## src/rtl/snake_vga_compositor.sv

```systemverilog
// Snake game pixel compositor: layers border, food, body, head and a blinking
// ROM-backed game-over overlay into RGB565 with a fixed two-cycle latency.
module snake_vga_compositor #(
    parameter int unsigned CW           = 11,
    parameter int unsigned H_DISP       = 800,
    parameter int unsigned V_DISP       = 600,
    parameter int unsigned BLOCK_W      = 10,
    parameter int unsigned BORDER_W     = 0,
    parameter int unsigned TXT_X0       = 292,
    parameter int unsigned TXT_Y0       = 168,
    parameter int unsigned TXT_W        = 216,
    parameter int unsigned TXT_H        = 64,
    parameter int unsigned AW           = 11,
    parameter int unsigned BLINK_FRAMES = 30,
    parameter logic [15:0] C_BG         = 16'hFFFF,
    parameter logic [15:0] C_BORDER     = 16'h001F,
    parameter logic [15:0] C_HEAD       = 16'h001F,
    parameter logic [15:0] C_BODY       = 16'hF800,
    parameter logic [15:0] C_FOOD       = 16'h07E0,
    parameter logic [15:0] C_TXT        = 16'h0000
) (
    input  logic          vga_clk,
    input  logic          sys_rst,
    input  logic [CW-1:0] pixel_xpos,
    input  logic [CW-1:0] pixel_ypos,
    input  logic [CW-1:0] head_x,
    input  logic [CW-1:0] head_y,
    input  logic [CW-1:0] food_x,
    input  logic [CW-1:0] food_y,
    input  logic          body_hit,
    input  logic          fin,
    output logic [AW-1:0] osd_addr,
    input  logic [7:0]    osd_q,
    output logic [15:0]   pixel_data,
    output logic          blink_on
);
    localparam int unsigned XW  = CW + 1;
    localparam int unsigned BW  = AW + 3;
    localparam int unsigned FCW = (BLINK_FRAMES > 1) ? $clog2(BLINK_FRAMES) : 1;

    // One extra bit keeps object_x + BLOCK_W from wrapping at the screen edge.
    logic [XW-1:0] x_w, y_w, dx_w, dy_w;
    logic [BW-1:0] b_c;
    logic          in_txt_c, act_c, brd_c, head_c, food_c, tick_c;

    assign x_w  = {1'b0, pixel_xpos};
    assign y_w  = {1'b0, pixel_ypos};
    assign dx_w = x_w - XW'(TXT_X0);
    assign dy_w = y_w - XW'(TXT_Y0);

    assign in_txt_c = (x_w >= XW'(TXT_X0)) && (x_w < XW'(TXT_X0 + TXT_W)) &&
                      (y_w >= XW'(TXT_Y0)) && (y_w < XW'(TXT_Y0 + TXT_H));
    assign b_c      = BW'(dy_w) * BW'(TXT_W) + BW'(dx_w);
    assign osd_addr = in_txt_c ? b_c[BW-1:3] : '0;

    assign act_c  = (x_w < XW'(H_DISP)) && (y_w < XW'(V_DISP));
    assign head_c = (x_w >= {1'b0, head_x}) && (x_w < {1'b0, head_x} + XW'(BLOCK_W)) &&
                    (y_w >= {1'b0, head_y}) && (y_w < {1'b0, head_y} + XW'(BLOCK_W));
    assign food_c = (x_w >= {1'b0, food_x}) && (x_w < {1'b0, food_x} + XW'(BLOCK_W)) &&
                    (y_w >= {1'b0, food_y}) && (y_w < {1'b0, food_y} + XW'(BLOCK_W));
    assign tick_c = (x_w == XW'(H_DISP - 1)) && (y_w == XW'(V_DISP - 1));

    generate
        if (BORDER_W == 0) begin : gen_no_brd
            assign brd_c = 1'b0;
        end else begin : gen_brd
            assign brd_c = (x_w < XW'(BORDER_W)) || (x_w >= XW'(H_DISP - BORDER_W)) ||
                           (y_w < XW'(BORDER_W)) || (y_w >= XW'(V_DISP - BORDER_W));
        end
    endgenerate

    logic           act_q, brd_q, head_q, food_q, body_q, txt_q;
    logic [2:0]     bsel_q;
    logic [15:0]    pixel_q, pixel_d;
    logic [FCW-1:0] cnt_q, cnt_d;
    logic           blink_q, blink_d;

    // Stage-2 priority mux; osd_q arrives aligned with the stage-1 flags.
    always_comb begin
        pixel_d = C_BG;
        if (!act_q)                      pixel_d = 16'h0000;
        else if (txt_q && osd_q[bsel_q]) pixel_d = C_TXT;
        else if (brd_q)                  pixel_d = C_BORDER;
        else if (head_q)                 pixel_d = C_HEAD;
        else if (body_q)                 pixel_d = C_BODY;
        else if (food_q)                 pixel_d = C_FOOD;
    end

    // Blink phase: parked visible while the game runs, so text shows immediately on fin.
    always_comb begin
        cnt_d   = cnt_q;
        blink_d = blink_q;
        if (!fin) begin
            cnt_d   = '0;
            blink_d = 1'b1;
        end else if (tick_c) begin
            if (cnt_q == FCW'(BLINK_FRAMES - 1)) begin
                cnt_d   = '0;
                blink_d = ~blink_q;
            end else begin
                cnt_d = cnt_q + FCW'(1);
            end
        end
    end

    always_ff @(posedge vga_clk) begin
        if (sys_rst) begin
            act_q   <= 1'b0;
            brd_q   <= 1'b0;
            head_q  <= 1'b0;
            food_q  <= 1'b0;
            body_q  <= 1'b0;
            txt_q   <= 1'b0;
            bsel_q  <= 3'd0;
            pixel_q <= 16'h0000;
            cnt_q   <= '0;
            blink_q <= 1'b1;
        end else begin
            act_q   <= act_c;
            brd_q   <= brd_c;
            head_q  <= head_c;
            food_q  <= food_c;
            body_q  <= body_hit;
            txt_q   <= in_txt_c && fin && blink_q;
            bsel_q  <= 3'(3'd7 - b_c[2:0]);
            pixel_q <= pixel_d;
            cnt_q   <= cnt_d;
            blink_q <= blink_d;
        end
    end

    assign pixel_data = pixel_q;
    assign blink_on   = blink_q;
endmodule

```

## config.mk

```make
export PLATFORM = sky130hd
export DESIGN_NAME = snake_vga_compositor
export DESIGN_NICKNAME = d
export VERILOG_FILES = /design/src/rtl/snake_vga_compositor.sv
export SDC_FILE = /design/constraint.sdc
export NUM_CORES = 1
export LEC_CHECK = 0
export ABC_AREA = 1
export BUFFER_PORTS_ARGS = -buffer_cell sky130_fd_sc_hd__buf_2
export CORE_MARGIN = 5
export CORE_UTILIZATION = 39
export DETAILED_ROUTE_END_ITERATION = 10
export SETUP_SLACK_MARGIN = 0.5
export SYNTH_ARGS = -nofsm -noshare
export SYNTH_HDL_FRONTEND = slang
export SYNTH_SLANG_ARGS = --single-unit
```

## constraint.sdc

```tcl
create_clock -name vga_clk -period 5.5 [get_ports vga_clk]
set_input_delay 0.275 -clock vga_clk [delete_from_list [all_inputs] [get_ports vga_clk]]
set_output_delay 0.275 -clock vga_clk [all_outputs]
set_load 0.05 [all_outputs]
```

Word level (Yosys, flattened, before mapping)
Cells that the tools add are included.

cells by class
  $add $sub $neg = 9
  multipliers = 1
  order comparisons = 15
  eq/ne operators = 3
  muxes and demuxes = 7
  bitwise logic cells = 3
  reductions and logical operators = 19

operator list
  cell                     count
  $add A11 B4 Y12 const B  4
  $lt A11 B12 Y1           4
  $ge A11 B11 Y1           4
  $mux W16                 2
  $eq A11 B10 Y1 const B   2
  $lt A11 B10 Y1 const B   2
  $add A14 B12 Y14         1
  $logic_and A1 B1 Y1      14
  $mul A12 B5 Y11 const B  1
  $sub A11 B8 Y12 const B  1
  $sub A11 B9 Y12 const B  1
  $ge A11 B8 Y1 const B    1
  $ge A11 B9 Y1 const B    1
  $lt A11 B8 Y1 const B    1
  $lt A11 B9 Y1 const B    1
  $mux W11                 1
  $mux W5                  2
  $add A5 B1 Y5 const B    1
  $eq A5 B5 Y1 const B     1
  $reduce_or A5 Y1         1
  $lt A3 B4 Y1 const B     1
  $reduce_or A4 Y1         1
  $bmux W1 S3              1
  $not A1 Y1               3
  5 further kinds          5

word-level totals
  register bits = 30
  input bits = 78
  output and inout port bits = 28

Longest topological paths before layout
  word-level depth = 6
  mapped depth = 24
  mapped depth without buffers = 24

Worst setup path after synthesis
Ideal clock, no wire load.

  path kind = input-to-output
  from = in pixel_ypos[3]
  to = out osd_addr[9]
  data arrival time = 4,353 ps
  data required time = 5,225 ps
  setup slack = 872 ps
  stages = 20
  path buffers = 0
  cells stage by stage = inv_1 > ha_1 > xnor2_1 > ha_1 > inv_1 > fa_1 > fa_1 > inv_1 > ha_1 > xor2_1 > inv_1 > ha_1 > nand2_1 > nor3_1 > nand2_1 > o211ai_1 > a31oi_1 > nand2_1 > nand2_1 > nor2_1

on the way
  word-level cells in the longest chain between the ends = 4

RTL lines
  what                                                     line    RTL
  from (decl)                                              25      input logic [CW-1:0] pixel_ypos,
  $sub A11 B8 Y12 or $ge A11 B8 Y1 (tied branches)         49, 52
  $mul A12 B5 Y11 or $logic_and A1 B1 Y1 (tied branches)   53, 51
  $add A14 B12 Y14 or $logic_and A1 B1 Y1 (tied branches)  53, 52
  $mux W11 (*)                                             54      assign osd_addr = in_txt_c ? b_c[BW-1:3] : '0;
  to (decl)                                                32      output logic [AW-1:0] osd_addr,

Every way passes the cells marked *; elsewhere a longest branch is shown, timed or not.

Worst setup path after layout
Ends and elaborated chain as after synthesis.

==> results_dict.tcl <==
set metrics [dict create \
    overflow 0 \
    io_buffers 105 \
    final_nets 1111 \
    yosys.cell_types.count 36 \
    half_perimeter_wire_length_of_the_detailed_placement_result_um 12200 \
    number_of_maximum_capacitance_constraint_violations 0 \
    viasPerCell 4.82 \
    crit_path_end_kind "output port" \
    worst_hold_path_type "in2reg" \
    gp_routability_congestion 0.878 \
    worst_slew_margin_rel 0.589 \
    cts-buffers-inserted 3 \
    drt-pass1-iter-count 4 \
    height_of_the_die_um 127 \
    worst_skew_pair.late_latency_ns 0.25 \
    clock_tree.buffer_depth 2 \
    finalSetupTns_ns 0 \
    cellPowerDensity_nw_per_um2 215 \
    worst_slack_at_placement_ns 0.607 \
    finalPower_mw 1.31 \
    groute.usage.overall 0.171 \
    cp.required_ns 5.22 \
    final_wl_um 13800 \
    finalHoldViolations 0 \
    fmax_mhz 215 \
    top_flip_flop_cell_by_instance_count_after_synthesis "sky130_fd_sc_hd__dfxtp_1" \
    crit_path_max_fanout 10 \
    syn_avg_cell_area_um2 6.63 \
    postSynth.asyncResetShare 0 \
    grt_pass1_wl_um 23500 \
    worstSetupStartpointType "primary input" \
    floorplan.core_area_um2 13300 \
    synth.yosys.seq_area_share 0.0641 \
    post_cts_hold_buffer_count 0 \
    final_setup_violation_count 0 \
    area_growth_pct 15.2 \
    timing.final.crit_period_ns 4.64 \
    yosysMostFrequentCell "sky130_fd_sc_hd__inv_1" \
    run_status "finished clean" \
    critPathSlowestCell "sky130_fd_sc_hd__fa_1" \
    register_bit_total_from_synthesis 17 \
    setup_ws_final_ns 0.858 \
    synth_enable_flop_cells 0 \
    tightest_slew_ns 0.616 \
    post_synth_main_area_contributors "sky130_fd_sc_hd__ha_1, sky130_fd_sc_hd__inv_1, sky130_fd_sc_hd__nand2_1" \
    boundaryPins 106 \
    yosysWarnings 0 \
    timing_worst_setup_path_type "in2out" \
    post_drt_wl_per_cell_um 12.9 \
    antenna_found_initial 0 \
    critPathMostFrequentCell "sky130_fd_sc_hd__nand2_1" \
    pin_count_of_the_biggest_net_entering_global_routing 13 \
    finalClockSkew_ns 0.00354 \
    clk_root_buffer_cell "sky130_fd_sc_hd__clkbuf_16" \
    detailroute.via_count 5165 \
    synth_common_cells "sky130_fd_sc_hd__inv_1, sky130_fd_sc_hd__nand2_1, sky130_fd_sc_hd__ha_1" \
    crit_chain "clkbuf_4 > clkinvlp_4 > ha_2 > xnor2_2 > ha_1 > inv_1 > fa_1 > fa_1 > inv_1 > ha_1 > xor2_1 > inv_1 > ha_1 > nand2_1 > nor3_2 > nand2_1 > o211ai_1 > a31oi_1 > nand2_1 > nand2_1 > nor2_1 > clkbuf_4" \
    chipWidth_um 127 \
    path_clk_slew_ns 0.05 \
    post_route_cells_drive_above_1_share 0.163 \
    timing.critical_path.arrival_ns 4.37 \
    initialDrtViolationCount 197 \
    syn_inst 800 \
    final_max_slew_viol_count 0 \
    final_area_um2 6110 \
    min_period_over_period 0.844 \
    htree_num_levels 1 \
    std_cell_rows 42 \
    via_count_of_the_first_global_routing_pass 5141 \
    netlist.area_leader.share 0.295 \
    power_leakage_nw 3.38 \
    postRouteAntennaNets 0 \
    dpl_cell_area_um2 5950 \
    cts_num_sinks 17 \
    clock_tree_from_tritoncts "done" \
    synth_area_um2 5310 \
    die-area_um2 16000 \
    biggest_area_consumer_among_synthesized_cells "sky130_fd_sc_hd__ha_1" \
    initial_core_util 0.399 \
    worst_ir_drop_vdd_mv 0.138 \
    critical_path.max_stage_delay_ns 0.54 \
    layout.core_utilization 0.460 \
    n_antenna_cell 0 \
    rsz_0062_raised_after_global_routing "false" \
    post-route-drc-count 0 \
    synth_nets 1014 \
]
==> registers in the layout, indices dropped and copies added (netlist names) <==
signal,flops
pixel_data,3
cnt_q,5
food_q,1
blink_on,1
head_q,1
act_q,1
bsel_q,3
body_q,1
txt_q,1
==> per-stage QoR <==
step                std cells  hold WS, ns
floorplan                 800        0.342
global placement         1067        0.435
detailed placement       1067        0.436
CTS                      1071        0.233
global route             1072        0.246
finish                   1072        0.237
==> worst max-delay path: cells and delay by family <==
family                     cells  cell delay [ns]
buffers and inverters          6             0.77
and+or+nand+nor                6             0.53
adders and majority gates      6             2.18
AOI/OAI and AO/OA              2             0.18
xor gates and xnor gates       2             0.44
==> kinds of logic (layout without fill, tap and decap cells) <==
kind of cell | Yosys count | count (layout) | share of synthesized area
simple gates | 324 | 324 | 0.270
buf+inv | 154 | 250 | 0.119
fa+ha+maj | 136 | 136 | 0.336
compound gates | 115 | 115 | 0.122
xor+xnor | 53 | 53 | 0.0875
flops | 17 | 17 | 0.0641
mux | 1 | 1 | 0.00212
==> layer usage <==
| metal | GRT usage | up-vias | wire length, um |
|---|---|---|---|
| met2 | 0.298 | 82 | 6370 |
| met5 | 0 | - | 0 |
| li1 | - | 2822 | - |
| met1 | 0.240 | 2254 | 6970 |
| met3 | 0.0130 | 7 | 414 |
| met4 | 0.0164 | 0 | 79 |
==> layout make-up <==
cell class | count | area (um^2)
multi-input combinational | 629 | 4400
clock buffer | 3 | 75.1
fill | 1436 | 7180
timing repair buffer | 106 | 543
sequential | 17 | 340
tap | 176 | 220
inverter | 140 | 529
clock inverter | 1 | 5.00
==> timing repair <==
item / in CTS / in global routing
resized for setup: 0 / 18
setup endpoints to repair: 0 / 3
buffers inserted: 0 / 1
==> path summary, 6_finish.rpt <==
path                   startpoint                         to  slack (ns)  cells after the start
max reg2reg  bsel_q[0]$_SDFF_PP0_  pixel_data[14]$_SDFF_PP0_        4.15                      8
min reg2reg     food_q$_SDFF_PP0_  pixel_data[14]$_SDFF_PP0_        0.44                      1
min                      body_hit          body_q$_SDFF_PP0_        0.24                      3
max                 pixel_ypos[3]                osd_addr[9]        0.86                     22
==> placed cells by master (no fill, tap or decap), drive strengths merged, types with 4 or more instances in the layout <==
cell and count:
buf 103, a31oi 4, nor2 100, a21oi 62, nor3 15, clkbuf 6, nand3 36, xnor2 6
xor2 47, o211ai 9, fa 11, nand2 140, o21ai 29, dfxtp 17, ha 125, inv 139
nand4 22, nor4 6
==> report_power, final <==
part | switching, mW | total (mW) | internal (mW)
Clock | 0.0463 | 0.143 | 0.0972
Combinational | 0.630 | 1.04 | 0.412
Sequential | 0.00215 | 0.128 | 0.126
Power figures use the tool's default switching activity.
